===== config.mk =====
export PLATFORM = sky130hd
export DESIGN_NAME = sha256_w_schedule_flat
export DESIGN_NICKNAME = d
export VERILOG_FILES = /design/src/rtl/sha256_pkg.sv /design/src/rtl/sha256_w_schedule_if.sv /design/src/rtl/sha256_sigma.sv /design/src/rtl/sha256_w_schedule.sv /design/src/flat_wrapper.sv
export SDC_FILE = /design/constraint.sdc
export NUM_CORES = 1
export LEC_CHECK = 0
export CAP_MARGIN = 20
export CORE_MARGIN = 1
export CORE_UTILIZATION = 66
export CTS_CLUSTER_DIAMETER = 30
export DETAILED_ROUTE_END_ITERATION = 7
export HOLD_SLACK_MARGIN = 0.03
export PLACE_DENSITY = 0.85
export SYNTH_ARGS = -nofsm -noshare
export SYNTH_HDL_FRONTEND = slang
export SYNTH_SLANG_ARGS = --single-unit

===== constraint.sdc =====
create_clock -name clk -period 47.5 [get_ports clk]
set_input_delay 9.5 -clock clk [delete_from_list [all_inputs] [get_ports clk]]
set_output_delay 9.5 -clock clk [all_outputs]
set_load 0.05 [all_outputs]

===== src/rtl/sha256_pkg.sv =====
// Shared SHA-256 definitions for the message-schedule block and, later, the
// round engine.
//   MSG_WORDS     : 32-bit words per 512-bit message block
//   ROUNDS        : schedule words emitted per block
//   sched_state_e : message-schedule FSM states
//   sha256_s0/s1  : small sigma functions used by the W recurrence
package sha256_pkg;

  localparam int unsigned MSG_WORDS = 16;
  localparam int unsigned ROUNDS    = 64;

  typedef enum logic [2:0] {
    ST_IDLE,
    ST_FETCH,
    ST_DRAIN,
    ST_EMIT,
    ST_DONE
  } sched_state_e;

  function automatic logic [31:0] rotr32(input logic [31:0] x, input int unsigned n);
    return (x >> n) | (x << (32 - n));
  endfunction

  function automatic logic [31:0] sha256_s0(input logic [31:0] x);
    return rotr32(x, 7) ^ rotr32(x, 18) ^ (x >> 3);
  endfunction

  function automatic logic [31:0] sha256_s1(input logic [31:0] x);
    return rotr32(x, 17) ^ rotr32(x, 19) ^ (x >> 10);
  endfunction

endpackage


===== src/rtl/sha256_w_schedule_if.sv =====
// Signal bundle between the message-schedule block and its surroundings
// (start request, message memory, K memory, W stream to the round engine).
//   master : the schedule block (sha256_w_schedule)
//   slave  : requester / memories / round engine side
// Signals:
//   start, msg_block                       request and block select
//   msg_mem_enable, msg_mem_address        message-memory read port
//   msg_mem_data                           message-memory read data (1-cycle latency)
//   kmem_enable, kmem_address              K-memory read port
//   w_out, w_valid, w_index                schedule word stream
//   busy, sched_done                       status
interface sha256_w_schedule_if #(
  parameter int unsigned MSG_ADDR_WIDTH  = 4,
  parameter int unsigned KMEM_ADDR_WIDTH = 6
) ();

  // A zero-width block select is not legal; with a 4-bit address the single
  // spare bit simply falls off the top of the address.
  localparam int unsigned BLK_WIDTH = (MSG_ADDR_WIDTH > 4) ? MSG_ADDR_WIDTH - 4 : 1;

  logic                       start;
  logic [BLK_WIDTH-1:0]       msg_block;
  logic                       msg_mem_enable;
  logic [MSG_ADDR_WIDTH-1:0]  msg_mem_address;
  logic [31:0]                msg_mem_data;
  logic                       kmem_enable;
  logic [KMEM_ADDR_WIDTH-1:0] kmem_address;
  logic [31:0]                w_out;
  logic                       w_valid;
  logic [5:0]                 w_index;
  logic                       busy;
  logic                       sched_done;

  modport master (
    input  start, msg_block, msg_mem_data,
    output msg_mem_enable, msg_mem_address,
    output kmem_enable, kmem_address,
    output w_out, w_valid, w_index, busy, sched_done
  );

  modport slave (
    output start, msg_block, msg_mem_data,
    input  msg_mem_enable, msg_mem_address,
    input  kmem_enable, kmem_address,
    input  w_out, w_valid, w_index, busy, sched_done
  );

endinterface


===== src/rtl/sha256_sigma.sv =====
// Combinational SHA-256 small-sigma pair.
//   s0_in  -> s0_out = ROTR7 ^ ROTR18 ^ SHR3
//   s1_in  -> s1_out = ROTR17 ^ ROTR19 ^ SHR10
module sha256_sigma (
  input  logic [31:0] s0_in,
  input  logic [31:0] s1_in,
  output logic [31:0] s0_out,
  output logic [31:0] s1_out
);
  import sha256_pkg::*;

  always_comb begin
    s0_out = sha256_s0(s0_in);
    s1_out = sha256_s1(s1_in);
  end

endmodule


===== src/rtl/sha256_w_schedule.sv =====
// SHA-256 message-schedule source. On start, reads one 16-word block from
// message memory, then streams W[0..63] for 64 consecutive cycles with the
// K-memory read port driven one cycle ahead so K[t] lands alongside W[t].
// Ports:
//   clk    clock
//   reset  synchronous, active-high
//   bus    sha256_w_schedule_if.master (memories, start, W stream, status)
// All interface outputs are registered and reset to 0.
module sha256_w_schedule #(
  parameter int unsigned MSG_ADDR_WIDTH  = 4,
  parameter int unsigned KMEM_ADDR_WIDTH = 6,
  parameter int unsigned ROUNDS          = 64
) (
  input  logic                       clk,
  input  logic                       reset,
  sha256_w_schedule_if.master        bus
);
  import sha256_pkg::*;

  localparam int unsigned BLK_WIDTH = (MSG_ADDR_WIDTH > 4) ? MSG_ADDR_WIDTH - 4 : 1;
  localparam logic [5:0]  LAST_T    = 6'(ROUNDS - 1);
  localparam logic [5:0]  LAST_K    = 6'(MSG_WORDS - 1);

  sched_state_e          state_q, state_n;
  logic [5:0]            cnt_q, cnt_n;
  logic [BLK_WIDTH-1:0]  blk_q, blk_n;
  logic                  rd_pending_q;
  logic [31:0]           window_q [MSG_WORDS];
  logic [31:0]           s0_w, s1_w, w_new;
  logic [MSG_ADDR_WIDTH-1:0] addr_n;
  logic                  k_next_n;

  sha256_sigma u_sigma (
    .s0_in  (window_q[1]),
    .s1_in  (window_q[14]),
    .s0_out (s0_w),
    .s1_out (s1_w)
  );

  // window_q[0] holds W[t] during EMIT, so W[t+16] uses slots 14, 9, 1, 0.
  assign w_new = s1_w + window_q[9] + s0_w + window_q[0];

  always_ff @(posedge clk) begin
    if (reset) begin
      state_q <= ST_IDLE;
      cnt_q   <= '0;
      blk_q   <= '0;
    end else begin
      state_q <= state_n;
      cnt_q   <= cnt_n;
      blk_q   <= blk_n;
    end
  end

  always_comb begin
    state_n = state_q;
    cnt_n   = cnt_q;
    blk_n   = blk_q;
    unique case (state_q)
      ST_IDLE: begin
        if (bus.start) begin
          state_n = ST_FETCH;
          cnt_n   = '0;
          blk_n   = bus.msg_block;
        end
      end
      ST_FETCH: begin
        if (cnt_q == LAST_K) begin
          state_n = ST_DRAIN;
          cnt_n   = '0;
        end else begin
          cnt_n = cnt_q + 6'd1;
        end
      end
      ST_DRAIN: begin
        state_n = ST_EMIT;
        cnt_n   = '0;
      end
      ST_EMIT: begin
        if (cnt_q == LAST_T) begin
          state_n = ST_DONE;
          cnt_n   = '0;
        end else begin
          cnt_n = cnt_q + 6'd1;
        end
      end
      ST_DONE: state_n = ST_IDLE;
      default: state_n = ST_IDLE;
    endcase
  end

  // Outputs are registered from the next state so they line up with the
  // state they describe.
  always_comb begin
    addr_n   = MSG_ADDR_WIDTH'({blk_n, cnt_n[3:0]});
    k_next_n = (state_n == ST_EMIT) && (cnt_n != LAST_T);
  end

  // Captured words are shifted in at the tail rather than written to slot k;
  // after 16 captures slot k still holds word k, and EMIT reuses the same
  // shift. w_out takes slot 1 because the shift happens on the same edge.
  always_ff @(posedge clk) begin
    if (reset) begin
      rd_pending_q        <= 1'b0;
      for (int unsigned i = 0; i < MSG_WORDS; i++) window_q[i] <= '0;
      bus.msg_mem_enable  <= 1'b0;
      bus.msg_mem_address <= '0;
      bus.kmem_enable     <= 1'b0;
      bus.kmem_address    <= '0;
      bus.w_out           <= '0;
      bus.w_valid         <= 1'b0;
      bus.w_index         <= '0;
      bus.busy            <= 1'b0;
      bus.sched_done      <= 1'b0;
    end else begin
      // Read data trails the FETCH cycle that issued its address by one.
      rd_pending_q <= (state_q == ST_FETCH);

      if (rd_pending_q || (state_q == ST_EMIT)) begin
        for (int unsigned i = 0; i < MSG_WORDS - 1; i++) window_q[i] <= window_q[i+1];
        window_q[MSG_WORDS-1] <= rd_pending_q ? bus.msg_mem_data : w_new;
      end

      bus.msg_mem_enable  <= (state_n == ST_FETCH);
      bus.msg_mem_address <= (state_n == ST_FETCH) ? addr_n : '0;
      bus.kmem_enable     <= (state_n == ST_DRAIN) || k_next_n;
      bus.kmem_address    <= k_next_n ? KMEM_ADDR_WIDTH'(cnt_n + 6'd1) : '0;
      bus.w_valid         <= (state_n == ST_EMIT);
      bus.w_index         <= (state_n == ST_EMIT) ? cnt_n : '0;
      bus.w_out           <= (state_n == ST_EMIT) ? window_q[1] : '0;
      bus.busy            <= (state_n != ST_IDLE);
      bus.sched_done      <= (state_n == ST_DONE);
    end
  end

endmodule

===== src/flat_wrapper.sv =====
// flat-port wrapper written by rule: the top's interface ports become plain ports
module sha256_w_schedule_flat import sha256_pkg::*;
#(
  parameter int unsigned MSG_ADDR_WIDTH  = 4,
  parameter int unsigned KMEM_ADDR_WIDTH = 6,
  parameter int unsigned ROUNDS          = 64
)
  (clk, reset, bus_start, bus_msg_block, bus_msg_mem_data, bus_msg_mem_enable, bus_msg_mem_address, bus_kmem_enable, bus_kmem_address, bus_w_out, bus_w_valid, bus_w_index, bus_busy, bus_sched_done);
  sha256_w_schedule_if #(.MSG_ADDR_WIDTH(MSG_ADDR_WIDTH), .KMEM_ADDR_WIDTH(KMEM_ADDR_WIDTH)) bus_i ();
  input  logic clk;
  input  logic reset;
  input wire logic [$bits(bus_i.start)-1:0] bus_start;
  input wire logic [$bits(bus_i.msg_block)-1:0] bus_msg_block;
  input wire logic [$bits(bus_i.msg_mem_data)-1:0] bus_msg_mem_data;
  output wire logic [$bits(bus_i.msg_mem_enable)-1:0] bus_msg_mem_enable;
  output wire logic [$bits(bus_i.msg_mem_address)-1:0] bus_msg_mem_address;
  output wire logic [$bits(bus_i.kmem_enable)-1:0] bus_kmem_enable;
  output wire logic [$bits(bus_i.kmem_address)-1:0] bus_kmem_address;
  output wire logic [$bits(bus_i.w_out)-1:0] bus_w_out;
  output wire logic [$bits(bus_i.w_valid)-1:0] bus_w_valid;
  output wire logic [$bits(bus_i.w_index)-1:0] bus_w_index;
  output wire logic [$bits(bus_i.busy)-1:0] bus_busy;
  output wire logic [$bits(bus_i.sched_done)-1:0] bus_sched_done;
  assign bus_i.start = bus_start;
  assign bus_i.msg_block = bus_msg_block;
  assign bus_i.msg_mem_data = bus_msg_mem_data;
  assign bus_msg_mem_enable = bus_i.msg_mem_enable;
  assign bus_msg_mem_address = bus_i.msg_mem_address;
  assign bus_kmem_enable = bus_i.kmem_enable;
  assign bus_kmem_address = bus_i.kmem_address;
  assign bus_w_out = bus_i.w_out;
  assign bus_w_valid = bus_i.w_valid;
  assign bus_w_index = bus_i.w_index;
  assign bus_busy = bus_i.busy;
  assign bus_sched_done = bus_i.sched_done;
  sha256_w_schedule #(.MSG_ADDR_WIDTH(MSG_ADDR_WIDTH), .KMEM_ADDR_WIDTH(KMEM_ADDR_WIDTH), .ROUNDS(ROUNDS)) u_core (.clk(clk), .reset(reset), .bus(bus_i));
endmodule

==> reports/metrics.csv <==
metric,value,unit
outcome,"complete, no violations",
ir_worst_vdd,0.00007152,V
slew-limit-headroom,5.781,%
finalSetupViolCount,0,
remaining_drc_errors,0,
cts_tree,yes,
crit_buf_inv,4,
synthDistinctLibCells,63,
dp_slack,34.63,ns
cts_buffer_depth,3,
end_kind,register,
avgRoutedWirePerCell,21.60,µm
nets,2160,
drt_wl_total,56780,µm
synthTopCellsByCount,"512 x edfxtp_1, 329 x and2_1, 165 x nor2b_1",
cts.clk_slew.worst_paths,0.05,ns
pwr-share-clk,34.9,%
cap_violations,0,
grt_usage,30.02,%
synth_ff_type,edfxtp_1,
skew,0.03712,ns
n_antenna_cell,0,
synth_area,25550,µm²
layout-drive-gt1-share,10.10,%
die_width,198.8,µm
p_comb_share,34.3,%
area_delta_synth_final,19.59,%
synth-edff-count,512,
timing.critical_path.from_type,input port,
grt-ovfl-total,0,
yosysWarnings,0,
path_class,in2reg,
period_share,26.15,%
cpPeakStageDelay,0.69,ns
fin_setup_tns,0,ns
fin_crit,12.42,ns
holdBufCountCts,0,
num-fill-cells,1967,
crit_slowest_cell,buf_12,
crit_arrival,12.68,ns
power_density,71.37,nW/µm²
cp.required,47.76,ns
drt_iter0_markers,1334,
fp.dieH,198.8,µm
fin_util,80.74,%
p_leak,11.96,nW
h-tree-depth,3,
switching_share,35.41,%
crit_path_cell_trace,buf_6 -> nor2_1 -> buf_4 -> nand2_4 -> buf_12 -> buf_12,
numCtsBuffers,105,
core_area,37840,µm²
row_count,71,
ctsRootBufferMaster,clkbuf_16,
grt_pass1_wl,85840,µm
syn_avg_cell_area,13.43,µm²
stdcell_area,30560,µm²
rsz0062_at_grt,false,
internal-power,1.409,mW
cts_sinks,575,
synth_top_area_share,60.18,%
antenna_found_initial,4,
clk_latency,0.65,ns
via_per_inst,5.649,
path_max_fanout,208,
dr_total_vias,14850,
cts-resized-gates,0,
async_flop_share,0,%
p_switching,0.7721,mW
dp_cells,2433,
firstDrtPassIters,6,
start_util,67.51,%
hold_viol,0,
power.total,2.181,mW
grt_pass1_vias,15010,
grt_max_degree,209,
post_dp_cell_area,26860,µm²
crit_top_cell,buf_12,
crit_family,buffers and inverters,
ioPinCount,89,
synth_area_leaders,"edfxtp_1 60%, and2_1 8.1%, dfxtp_1 4.9%, fa_1 4.9%, nor2b_1 4.0%",
dieArea,39500,µm²
synthCells,1903,
synth_top_cell_by_area,edfxtp_1,
post-cts-setup-buffer-count,0,
final_cells,2629,
setup_slack,35.08,ns
holdWs,0.4811,ns
routabilityCongestion,0.9318,
yosysMostFrequentCell,edfxtp_1,
slew_violations,0,
synth_seq_area_share,65.11,%
min_path_type,reg2reg,
io_buffers,87,
max_freq,80.52,MHz
seq_power_share,30.8,%
worst-slew-pin-transition,1.413,ns
antenna_left,0,
dp_hpwl,34410,µm
synth_fp_nets,2034,
ys_seq_elements,575,
-- registers in the layout, summed over array words and instances, names as in the netlist --
signal                      count
u_core.bus.msg_mem_address      4
u_core.bus.w_valid              1
u_core.bus.sched_done           1
u_core.bus.w_out               32
u_core.bus.msg_mem_enable       1
u_core.window_q               512
u_core.cnt_q                    6
u_core.bus.kmem_address         6
u_core.bus.busy                 1
u_core.rd_pending_q             1
u_core.state_q                  3
u_core.bus.kmem_enable          1
u_core.bus.w_index              6
-- cells by family after synthesis --
kind of cell               after synthesis  synth area share, %
AOI/OAI and AO/OA                      150                4.006
xor gates and xnor gates               137                4.696
adders and majority gates               95                6.474
buffers and inverters                  244                3.781
DFF                                    575                65.11
muxes                                    4               0.1567
and+or+nand+nor                        698                15.77
-- placed cells by master, fill, tap and decap left out, types with 27 or more instances in the layout --
| cell type | instances |
|---|---|
| edfxtp_1 | 512 |
| nor2b_1 | 165 |
| xnor2_1 | 114 |
| a21oi_1 | 34 |
| o21ai_0 | 27 |
| ha_1 | 33 |
| inv_1 | 161 |
| and2_1 | 329 |
| nor3_1 | 38 |
| clkbuf_16 | 110 |
| dfxtp_1 | 63 |
| fa_1 | 62 |
| clkdlybuf4s50_1 | 86 |
| nand2_1 | 54 |
| nor2_1 | 58 |
-- worst paths after layout --
kind | startpoint | end | slack [ns] | depth (start not counted)
worst max-delay path | reset | u_core.window_q[0][111] | 35.08 | 6
worst min-delay path | u_core.window_q[0][224] | u_core.window_q[0][192] | 0.48 | 1
worst min register to register | u_core.window_q[0][224] | u_core.window_q[0][192] | 0.48 | 1
worst max register to register | u_core.window_q[0][468] | u_core.window_q[0][505] | 42.63 | 16
-- layout make-up --
cell class | count | area [µm²] | share of cell area, %
clock inverter | 73 | 834.6 | 2.731
clock buffer | 123 | 2861 | 9.365
inverter | 163 | 614.3 | 2.011
tap | 511 | 639.4 | 2.092
multi-input combinational | 1084 | 7963 | 26.06
timing repair buffer | 100 | 1007 | 3.296
sequential | 575 | 16640 | 54.45
-- routing by layer --
layer	wire [µm]	GRT usage, %	up-vias
met4	2736	15.78	0
li1	-	-	6714
met5	0	0	-
met3	4352	5.917	176
met2	27570	48.29	669
met1	22120	38.97	7292
-- power by group through the flow --
| stage | registers, mW | clock network (mW) | logic [mW] |
|---|---|---|---|
| floorplan | 0.682 | 0 | 0.521 |
| global placement | 0.676 | 0 | 0.703 |
| detailed placement | 0.679 | 0 | 0.712 |
| CTS | 0.671 | 0.767 | 0.732 |
| global route | 0.675 | 0.789 | 0.819 |
| finish | 0.672 | 0.761 | 0.748 |
Note: power is estimated with default switching activity, not from simulation.
==> variant (same flow settings) <==
Change the package constant `MSG_WORDS` from 16 to 32.
--- a/src/rtl/sha256_pkg.sv
+++ b/src/rtl/sha256_pkg.sv
@@ -6,7 +6,7 @@
 //   sha256_s0/s1  : small sigma functions used by the W recurrence
 package sha256_pkg;
 
-  localparam int unsigned MSG_WORDS = 16;
+  localparam int unsigned MSG_WORDS = 32;
   localparam int unsigned ROUNDS    = 64;
 
   typedef enum logic [2:0] {
Check against the original RTL: not settled (the Yosys comparison gave no result); the edit may change what the design does.
==> variant against the original RTL <==
  * Design area is 70% higher
  * Core utilization is 2.3 points lower
  * Cell count is 57% higher
  * Setup slack worse by 2.3 ns
  * Sequential power is 76% higher
  * First-iteration DRC count is 61% higher
  * Total power is 31% higher
  * Combinational power is 38% lower
  * Sequential cell count is 512 higher
  * Synthesized area is 74% higher
  * Wire length is 52% higher
  * Critical path depth is 2 higher
  * Non-clock buffer count is 14 higher
  * Largest power group unchanged
==> variant: results (changes against the original RTL) <==
drt-initial-drc-count: 2144  # +61%
synth_area_leaders: "edfxtp_1 69%, and2_1 7.8%, nor2b_1 6.0%"
min_to: "u_core.window_q[1][54]"
track_usage_pct: 25.8  # -4.2 points
clock_latency_ns: 0.76  # +0.11 ns
regToRegStartpoint: "u_core.rd_pending_q"
synthTopCellsByCount: "1024 x edfxtp_1, 557 x and2_1, 425 x nor2b_1, 148 x inv_1, 133 x clkbuf_1"
status: "completed"
yosys.area_share.xor_xnor_pct: 2.83  # -1.9 points
synth-edff-count: 1024  # +100%
worst-path-max-fanout: 129  # -38%
filler_cell_count: 3409  # +73%
p_leak_nw: 19.8  # +66%
stdcell_count: 4139  # +57%
drt_first_pass_iters: 5  # -1
slowest_delay_ns: 0.93  # +0.24 ns
fin_nets: 3261  # +51%
grt_max_degree: 336  # +61%
largestRegisters: "u_core.window_q (1024), u_core.bus.w_out (32)"
syn_nets: 3130  # +54%
peakVddDrop_uv: 45.4  # -37%
grt_pass1_vias: 23200  # +54%
antenna_found_initial: 3  # -1
placed_cell_area_um2: 46100  # +71%
wl_per_cell_um: 20.8  # -3.7%
r2r_slack_ns: 41.63  # -1.00 ns
synthAdderAreaFrac_pct: 3.72  # -2.8 points
dp_slack_ns: 31.87  # -2.76 ns
grt_pass1_wl_um: 130000  # +52%
gp_congestion: 0.888  # -4.7%
hp-start: "u_core.window_q[1][86]"
synth_compound_area_share_pct: 2.19  # -1.8 points
vias_per_cell: 5.56  # -1.6%
synth_area_per_cell_um2: 14.8  # +10%
dp_hpwl_um: 49600  # +44%
synth-seq-area-share_pct: 72.0  # +6.8 points
==> variant: changes by cell type after synthesis, sizes merged, moves of 5 or more <==
cell,before,now
a31oi,3,9
and2,330,557
inv,162,148
nor2b,165,425
edfxtp,512,1024
or3,7,2
nor3b,0,5
clkbuf,64,133
nand4,5,13
a21oi,37,42
and3,6,36
a211oi,11,4
==> variant: power by group <==
part / internal, W / switching [W] / total, W / leakage [nW]
combinational: 0.000158 / 0.000306 / 0.000464 / 5.78
sequential: 0.00115 / 0.0000308 / 0.00118 / 11.3
clock: 0.000751 / 0.000473 / 0.00122 / 2.79
==> variant: kinds of logic after synthesis <==
logic type / after synthesis
XOR/XNOR: 144
buffers and inverters: 301
AO/OA/AOI/OAI: 141
multiplexers: 7
flip-flops: 1087
AND/OR/NAND/NOR: 1224
adder cells (fa/ha/maj): 95
==> variant: routing by layer <==
metal  vias up  GRT usage (%)  part of all wire (%)
met1     11500           34.6                    41
met5         -              0                 0.014
met3       167           5.18                   5.8
met4         2           8.66                   2.3
met2       725           42.6                    50
li1      10600              -                     -
==> variant: worst max-delay path by stage <==
stage                                   end              start
global placement    u_core.window_q[1][160]              reset
finish              u_core.window_q[1][292]              reset
floorplan             u_core.window_q[0][0]  u_core.state_q[1]
global route        u_core.window_q[1][384]              reset
CTS                 u_core.window_q[1][256]              reset
detailed placement  u_core.window_q[1][160]              reset
==> variant: cell type report <==
class | count | area [um2] | area share [%]
multi-input combinational | 1611 | 11300 | 21.8
tap | 864 | 1080 | 2.08
clock inverter | 124 | 1370 | 2.63
clock buffer | 190 | 4400 | 8.47
inverter | 149 | 559 | 1.08
timing repair buffer | 114 | 1200 | 2.30
sequential | 1087 | 32000 | 61.6
